[config.mk]
export PLATFORM = sky130hd
export DESIGN_NAME = mem_port_arbiter
export DESIGN_NICKNAME = d
export VERILOG_FILES = /design/src/rtl/mem_port_arbiter.sv
export SDC_FILE = /design/constraint.sdc
export NUM_CORES = 1
export LEC_CHECK = 0
export ABC_AREA = 1
export CAP_MARGIN = 10
export CELL_PAD_IN_SITES_DETAIL_PLACEMENT = 0
export CELL_PAD_IN_SITES_GLOBAL_PLACEMENT = 1
export CORE_MARGIN = 8
export CORE_UTILIZATION = 24
export CTS_CLUSTER_SIZE = 30
export DETAILED_ROUTE_END_ITERATION = 6
export GPL_TIMING_DRIVEN = 0
export PLACE_DENSITY_LB_ADDON = 0.1
export SLEW_MARGIN = 40
export SYNTH_ARGS = -nofsm -noshare
export SYNTH_HDL_FRONTEND = slang
export SYNTH_SLANG_ARGS = --single-unit
export TNS_END_PERCENT = 50
[constraint.sdc]
create_clock -name clk -period 1.25 [get_ports clk]
set_input_delay 0.1875 -clock clk [delete_from_list [all_inputs] [get_ports clk]]
set_output_delay 0.1875 -clock clk [all_outputs]
set_load 0.005 [all_outputs]
[src/rtl/mem_port_arbiter.sv]
// Shared-memory arbiter between the fetch stage and the memory stage.
// One single-port memory serves both instruction fetches and data loads and
// stores. A three-state FSM serialises the accesses, picks a winner on ties,
// discards fetches killed by a redirect and raises the data-side stall.

package mem_port_arbiter_pkg;
  // Encoding of the read/write select on the data port and the memory port.
  localparam logic RD = 1'b0;
  // Instruction presented on the fetch port before the first fetch completes.
  localparam logic [31:0] NOP_INSTR = 32'h0000_0013;
endpackage

// Handshake on both processor ports: the stage raises x_req_i and keeps the
// address (and store data) stable until it sees x_ready_o. x_ready_o is a
// single-cycle pulse that marks completion and qualifies the read data. A port
// whose ready is high in a cycle is not eligible for a new grant in that cycle,
// which keeps a held request from being served twice. On the memory side
// mem_req_o is a single-cycle pulse. The address, read/write select and write
// data stay stable until the single-cycle mem_rsp_valid_i strobe arrives.
module mem_port_arbiter
  import mem_port_arbiter_pkg::*;
#(
  parameter int unsigned ADDR_W    = 32,
  parameter int unsigned DATA_W    = 32,
  parameter bit          PRIO_DATA = 1'b1
) (
  input  logic              clk,
  input  logic              reset_n,
  // fetch port
  input  logic [ADDR_W-1:0] if_addr_i,
  input  logic              if_req_i,
  input  logic              if_kill_i,
  output logic [DATA_W-1:0] if_rd_instr_o,
  output logic              if_ready_o,
  // data port
  input  logic [ADDR_W-1:0] dm_addr_i,
  input  logic              dm_rd_wr_i,
  input  logic [DATA_W-1:0] dm_wr_data_i,
  input  logic              dm_req_i,
  output logic [DATA_W-1:0] dm_rd_data_o,
  output logic              dm_ready_o,
  output logic              stall_proc_o,
  // memory port
  output logic              mem_req_o,
  output logic [ADDR_W-1:0] mem_addr_o,
  output logic              mem_rd_wr_o,
  output logic [DATA_W-1:0] mem_wr_data_o,
  input  logic              mem_rsp_valid_i,
  input  logic [DATA_W-1:0] mem_rd_data_i,
  // FSM state for observation: 0 idle, 1 fetch in flight, 2 data in flight
  output logic [1:0]        state_dbg_o
);

  typedef enum logic [1:0] {
    IDLE    = 2'd0,
    BUSY_IF = 2'd1,
    BUSY_DM = 2'd2
  } state_t;

  localparam logic GRANT_IF = 1'b0;
  localparam logic GRANT_DM = 1'b1;

  state_t              state_q,       state_d;
  logic                last_grant_q,  last_grant_d;
  logic                kill_pend_q,   kill_pend_d;
  logic                if_ready_q,    if_ready_d;
  logic                dm_ready_q,    dm_ready_d;
  logic [DATA_W-1:0]   if_rd_instr_q, if_rd_instr_d;
  logic [DATA_W-1:0]   dm_rd_data_q,  dm_rd_data_d;
  logic                mem_req_q,     mem_req_d;
  logic [ADDR_W-1:0]   mem_addr_q,    mem_addr_d;
  logic                mem_rd_wr_q,   mem_rd_wr_d;
  logic [DATA_W-1:0]   mem_wr_data_q, mem_wr_data_d;

  logic                if_elig;
  logic                dm_elig;
  logic                grant_if;
  logic                grant_dm;
  logic                fetch_killed;

  // Eligibility and tie-break between the two ports (only acted on in IDLE).
  // A fetch that is being killed in this very cycle is never started, so a
  // kill in the would-be grant cycle simply suppresses the grant.
  always_comb begin
    if_elig  = if_req_i & ~if_ready_q & ~if_kill_i;
    dm_elig  = dm_req_i & ~dm_ready_q;
    grant_if = 1'b0;
    grant_dm = 1'b0;
    if (if_elig && dm_elig) begin
      if (PRIO_DATA || (last_grant_q == GRANT_IF)) begin
        grant_dm = 1'b1;
      end else begin
        grant_if = 1'b1;
      end
    end else begin
      grant_if = if_elig;
      grant_dm = dm_elig;
    end
  end

  // A fetch is discarded if a kill was seen earlier in the transaction or
  // arrives together with the memory response.
  assign fetch_killed = kill_pend_q | if_kill_i;

  // Next-state and datapath update for the arbitration FSM.
  always_comb begin
    state_d       = state_q;
    last_grant_d  = last_grant_q;
    kill_pend_d   = kill_pend_q;
    if_ready_d    = 1'b0;
    dm_ready_d    = 1'b0;
    if_rd_instr_d = if_rd_instr_q;
    dm_rd_data_d  = dm_rd_data_q;
    mem_req_d     = 1'b0;
    mem_addr_d    = mem_addr_q;
    mem_rd_wr_d   = mem_rd_wr_q;
    mem_wr_data_d = mem_wr_data_q;

    unique case (state_q)
      IDLE: begin
        // Stray responses are ignored here; nothing depends on mem_rsp_valid_i.
        kill_pend_d = 1'b0;
        if (grant_dm) begin
          state_d       = BUSY_DM;
          mem_req_d     = 1'b1;
          mem_addr_d    = dm_addr_i;
          mem_rd_wr_d   = dm_rd_wr_i;
          mem_wr_data_d = dm_wr_data_i;
        end else if (grant_if) begin
          // Fetches are always reads; the write data register keeps its value.
          state_d     = BUSY_IF;
          mem_req_d   = 1'b1;
          mem_addr_d  = if_addr_i;
          mem_rd_wr_d = RD;
        end
      end

      BUSY_IF: begin
        if (if_kill_i) begin
          kill_pend_d = 1'b1;
        end
        if (mem_rsp_valid_i) begin
          state_d      = IDLE;
          last_grant_d = GRANT_IF;
          kill_pend_d  = 1'b0;
          if (!fetch_killed) begin
            if_ready_d    = 1'b1;
            if_rd_instr_d = mem_rd_data_i;
          end
        end
      end

      BUSY_DM: begin
        // Redirects only concern the fetch side; if_kill_i is ignored here.
        if (mem_rsp_valid_i) begin
          state_d      = IDLE;
          last_grant_d = GRANT_DM;
          dm_ready_d   = 1'b1;
          if (mem_rd_wr_q == RD) begin
            dm_rd_data_d = mem_rd_data_i;
          end
        end
      end

      default: begin
        state_d = IDLE;
      end
    endcase
  end

  // State and output registers with synchronous active-low reset.
  always_ff @(posedge clk) begin
    if (!reset_n) begin
      state_q       <= IDLE;
      last_grant_q  <= GRANT_IF;
      kill_pend_q   <= 1'b0;
      if_ready_q    <= 1'b0;
      dm_ready_q    <= 1'b0;
      if_rd_instr_q <= DATA_W'(NOP_INSTR);
      dm_rd_data_q  <= '0;
      mem_req_q     <= 1'b0;
      mem_addr_q    <= '0;
      mem_rd_wr_q   <= RD;
      mem_wr_data_q <= '0;
    end else begin
      state_q       <= state_d;
      last_grant_q  <= last_grant_d;
      kill_pend_q   <= kill_pend_d;
      if_ready_q    <= if_ready_d;
      dm_ready_q    <= dm_ready_d;
      if_rd_instr_q <= if_rd_instr_d;
      dm_rd_data_q  <= dm_rd_data_d;
      mem_req_q     <= mem_req_d;
      mem_addr_q    <= mem_addr_d;
      mem_rd_wr_q   <= mem_rd_wr_d;
      mem_wr_data_q <= mem_wr_data_d;
    end
  end

  assign if_rd_instr_o = if_rd_instr_q;
  assign if_ready_o    = if_ready_q;
  assign dm_rd_data_o  = dm_rd_data_q;
  assign dm_ready_o    = dm_ready_q;
  assign mem_req_o     = mem_req_q;
  assign mem_addr_o    = mem_addr_q;
  assign mem_rd_wr_o   = mem_rd_wr_q;
  assign mem_wr_data_o = mem_wr_data_q;
  assign state_dbg_o   = state_q;

  // The data stage is held until its access completes.
  assign stall_proc_o  = dm_req_i & ~dm_ready_q;

endmodule
---- Word-level counts from Yosys, hierarchy flattened ----
Index checks and enable logic that the tools add are counted.
storage, ports and cells
  output and inout bits ................... 135
  register bits ........................... 135
  input port bits ......................... 135
  word-level logic and storage cells ...... 55
operators by class
  muxes and demuxes ....................... 17
  reductions and logical operators ........ 14
  bitwise gates (word level) .............. 9
  eq/ne operators ......................... 5
operator list
  cell                number
  $mux 32             2
  $reduce_and 2->1    6
  $mux 1              10
  $reduce_and 3->1    3
  $mux 2              3
  $ne 3x3->1 const B  2
  $not 1->1           5
  $pmux 2 s2          1
  $reduce_bool 2->1   2
  $and 1x1->1         3
  $eq 2x1->1 const B  1
  $eq 2x2->1 const B  1
  $logic_not 2->1     1
  $ne 2x1->1 const B  1
  $pmux 1 s2          1
  $reduce_or 2->1     1
  $logic_and 1x1->1   1
  $or 1x1->1          1

---- Longest topological paths before layout ----
  depth in word-level cells ............... 8
  gate-level depth with buffers ........... 9

---- Worst setup path before layout ----
Ideal clock, no wire load.
  kind .................................... flip-flop to flip-flop
  start ................................... reg state_q[0], in the netlist state_dbg_o[0]
  end ..................................... reg mem_wr_data_q[10], in the netlist mem_wr_data_o[10]
  setup time .............................. 0.116 ns
  stages on the path, launching flop included .. 10
  data arrival time ....................... 1.227 ns
  data required time ...................... 1.134 ns
  setup slack ............................. -0.093 ns
  cells stage by stage .................... dfxtp_1 > inv_1 > ha_1 > buf_4 > inv_2 > nor2_4 > inv_2 > buf_2 > nor2_1 > nor2_1
on the way
  longest elaborated chain between the ends .. 2
RTL lines
  what                        line  RTL
  start, declared             63    state_t state_q, state_d;
  start signal, assigned      186   state_q <= state_d;
  $logic_not 2->1             119   unique case (state_q)
  $reduce_and 2->1 (no line)  n/a
  end signal, assigned        196   mem_wr_data_q <= mem_wr_data_d;
  end, declared               73    logic [DATA_W-1:0] mem_wr_data_q, mem_wr_data_d;
No other way between the ends.
A chain may end at the register's enable or synchronous reset.

---- Final worst setup path ----
  start ................................... reg state_q[0], in the netlist state_dbg_o[0]
  end ..................................... reg mem_wr_data_q[6], in the netlist mem_wr_data_o[6]
The elaborated chain is that of the path after synthesis.

==> results by group <==
Power and ir drop
  – Pwr per Cell Area: 1390 mW/mm2
  – Max IR drop VDD: 0.894 mV
  – Lkg Pwr: 0.00462 uW

Route
  – Post-route ant nets: 0
  – Via count: 5736
  – Vias per Instance: 4.33
  – WL final: 21900 um
  – Routed wire length per instance: 16.6 um
  – Starting DRT DRC Count: about 220
  – Pre-antenna DRT Iters: 5
  – DRC: 0

Hold path
  – Tightest Hold Check Type: input port to flop

Floorplan
  – Die area: between 0.02 and 0.03 mm2
  – Row count: 53
  – Die H: 163 um
  – Die extent in x: roughly 160 um
  – I/O Pins: 270
  – Initial Utilization: 24.5%
  – Core area: between 0.02 and 0.025 mm2

Global route
  – Vias in the first global route: 5786
  – First-pass GRT wire length: roughly 33000 um
  – Met3 usage: 6.90%
  – Met2 Track Usage GR: 27.0%
  – Grt total ovfl: 0
  – Antenna violations before repair: 0
  – Largest net degree at the start of global routing: 17
  – Global routing's busiest layer: met2
  – M1 GR Usage: 18.9%
  – GRT Util Overall: 16.2%

Clock tree
  – CTS tree: built
  – CTS sink cnt: approximately 140
  – Number of buffers created by CTS: 17
  – Root Driver: clkbuf_16
  – Reg clk slew, reported paths: ~0.060 ns
  – H-tree depth: 4
  – Clock latency on the worst-skew pair: 0.42 ns
  – Max clock buf depth: 2

Logic synthesis
  – Synthesized Nets: 845
  – Yosys cell types: 19
  – Post-synthesis compound-gate area fraction: between 10% and 20%
  – Asr flop ratio synth: 0%
  – Adder-Cell Fraction of Synth Area: 0.724%
  – Count of flip-flops with a built-in enable after synthesis: 0
  – Synth Area in Simple Gates: 26.3%
  – Post-synthesis sequential area ratio: roughly 52%
  – Top FF cell, synth: dfxtp_1
  – Syn avg cell area: 7.34 um2
  – Register bit total from synthesis: between 100 and 150
  – Mux contribution to synthesized area: 0%
  – Cells after Synth: just over 700
  – Mapped Area: 0.00519 mm2
  – Xor/xnor share of the synthesized area: 0%
  – Ys Warns: 0
  – Largest family of logic cells by synthesized area: simple AND/OR/NAND/NOR gates

STA
  – Slew headroom: 55.9%
  – Final Hold Vio Count: 0
  – Final worst path period need: about 1.4 ns
  – Max-slew violations: 0
  – Final period util: 115%
  – Unrepaired setup endpoints after global routing: yes
  – # setup viols final: between 100 and 150
  – Final WS setup: -0.188 ns
  – Measured slew at the worst slew-check pin: between 0.6 and 0.7 ns
  – Max Fclk: about 700 MHz
  – Clock skew: 0.0129 ns
  – Setup TNS: -14.30 ns

Critical path
  – Worst Setup End Kind: flop
  – Crit path cell chain: inv_4 > ha_4 > inv_4 > nor2_4 > clkinv_4 > buf_4 > buf_16 > nor2_1 > nor2_1
  – Arrival time at the worst endpoint: 1.74 ns
  – Crit-path leading delay family: buffers and inverters
  – Bufs and invs on worst path: 5
  – Startpoint Class: flop
  – Critical path class: flop to flop
  – Crit path max-delay cell type: dfxtp_4
  – Worst endpoint required time: roughly 1.6 ns
  – Worst path max stage delay: between 0.3 and 0.4 ns
  – CP Max Fanout: 6

Placement
  – Placement Setup Slack: -0.668 ns
  – GP Congestion: 0.710
  – Post-DP HPWL: 15600 um
  – Port bufs: 268

Cells and area
  – Most common cell after layout, fill and taps aside: nor2_1
  – Area grow syn2layout: 92.2%
  – Share of cells above drive strength 1: around a quarter
  – Final core utilization: 47.1%
  – # diodes: 0
  – Commonest non-fill, non-tap cells in the layout: nor2_1 (158), clkdlybuf4s50_1 (133), dfxtp_1 (126)
  – Layout Nets: roughly 1200

Outcome
  – Outcome: complete, but fails checks
  – Failing checks: negative setup slack

Flow run
  – Max-cap violations: 0
[worst min-delay path, stage by stage]
cell      delay, ns
clkbuf_1       0.22
o21ai_0        0.14
nor2_1         0.05
[area by class of cell]
cell class	count	area, um2
fill	2142	11200
buffer	47	463
sequential	135	2720
inverter	12	82.6
multi-input combinational	512	2720
timing repair buffer	312	3020
clock inverter	12	165
clock buffer	19	453
tap	275	344
[kinds of logic after synthesis]
kind of cell / count (synthesis)
DFF: 135
buffers and inverters: 60
AOI/OAI and AO/OA: 161
adders and majority gates: 3
and+or+nand+nor: 348
[power by group]
part	total [uW]	leakage, uW	switching [uW]	internal (uW)
registers	5020	0.00111	246	4770
logic	3570	0.00320	1650	1910
clock network	5290	0.000305	2010	3270
total	13900	0.00462	3910	9960
[what timing repair did]
| action | in CTS | in global routing |
|---|---|---|
| hold buffers | 0 | 0 |
| gates cloned | 11 | 1 |
| pin swaps | 41 | 32 |
| gates resized for setup | 366 | 122 |
| buffers inserted | 18 | 15 |
| setup endpoints to repair | 264 | 177 |
[metal layers]
| metal | vias up | share of wire, % |
|---|---|---|
| li1 | 2945 | - |
| met1 | 2613 | 42 |
| met2 | 169 | 48 |
| met3 | 9 | 8.7 |
| met4 | 0 | 0.63 |
| met5 | - | 0 |
[metrics by stage]
stage	power, uW	cells	hold slack [ns]	area (um2)
floorplan	6230	707	0.314	5270
global placement	8050	1250	0.448	8300
detailed placement	8040	1250	0.454	8300
CTS	13900	1309	0.209	9630
global route	14600	1324	0.217	9970
finish	13900	1324	0.219	9970
[state kept, by name, indices dropped and copies added, names as in the netlist]
register,count
kill_pend_q,1
mem_addr_o,32
state_dbg_o,2
if_ready_o,1
dm_ready_o,1
mem_rd_wr_o,1
mem_req_o,1
mem_wr_data_o,32
dm_rd_data_o,32
if_rd_instr_o,32
[Yosys cell counts (2+ instances only)]
cell type    n  area [um2]
a21oi_1     36         180
buf_2       23         115
buf_4        6        45.0
clkbuf_1    19        71.3
dfxtp_1    135        2700
ha_1         3        37.5
inv_1        8        30.0
inv_2        4        15.0
nand2_1    112         420
nand2_4      3        33.8
nand3_1      5        25.0
nor2_1     223         837
o21ai_0    123         616
o21ai_1      2        10.0
[final timing paths]
| check | from | to | slack [ns] | cells after the start |
|---|---|---|---|---|
| setup / recovery | state_dbg_o[0]$_SDFFE_PN0P_ | mem_wr_data_o[6]$_SDFFE_PN0P_ | -0.19 | 9 |
| hold / removal | reset_n | dm_rd_data_o[30]$_SDFFE_PN0P_ | 0.22 | 3 |
| setup reg to reg | state_dbg_o[0]$_SDFFE_PN0P_ | mem_wr_data_o[6]$_SDFFE_PN0P_ | -0.19 | 9 |
| hold reg to reg | if_rd_instr_o[0]$_SDFFE_PN1P_ | if_rd_instr_o[0]$_SDFFE_PN1P_ | 0.46 | 2 |
(Power assumes the default switching activity.)
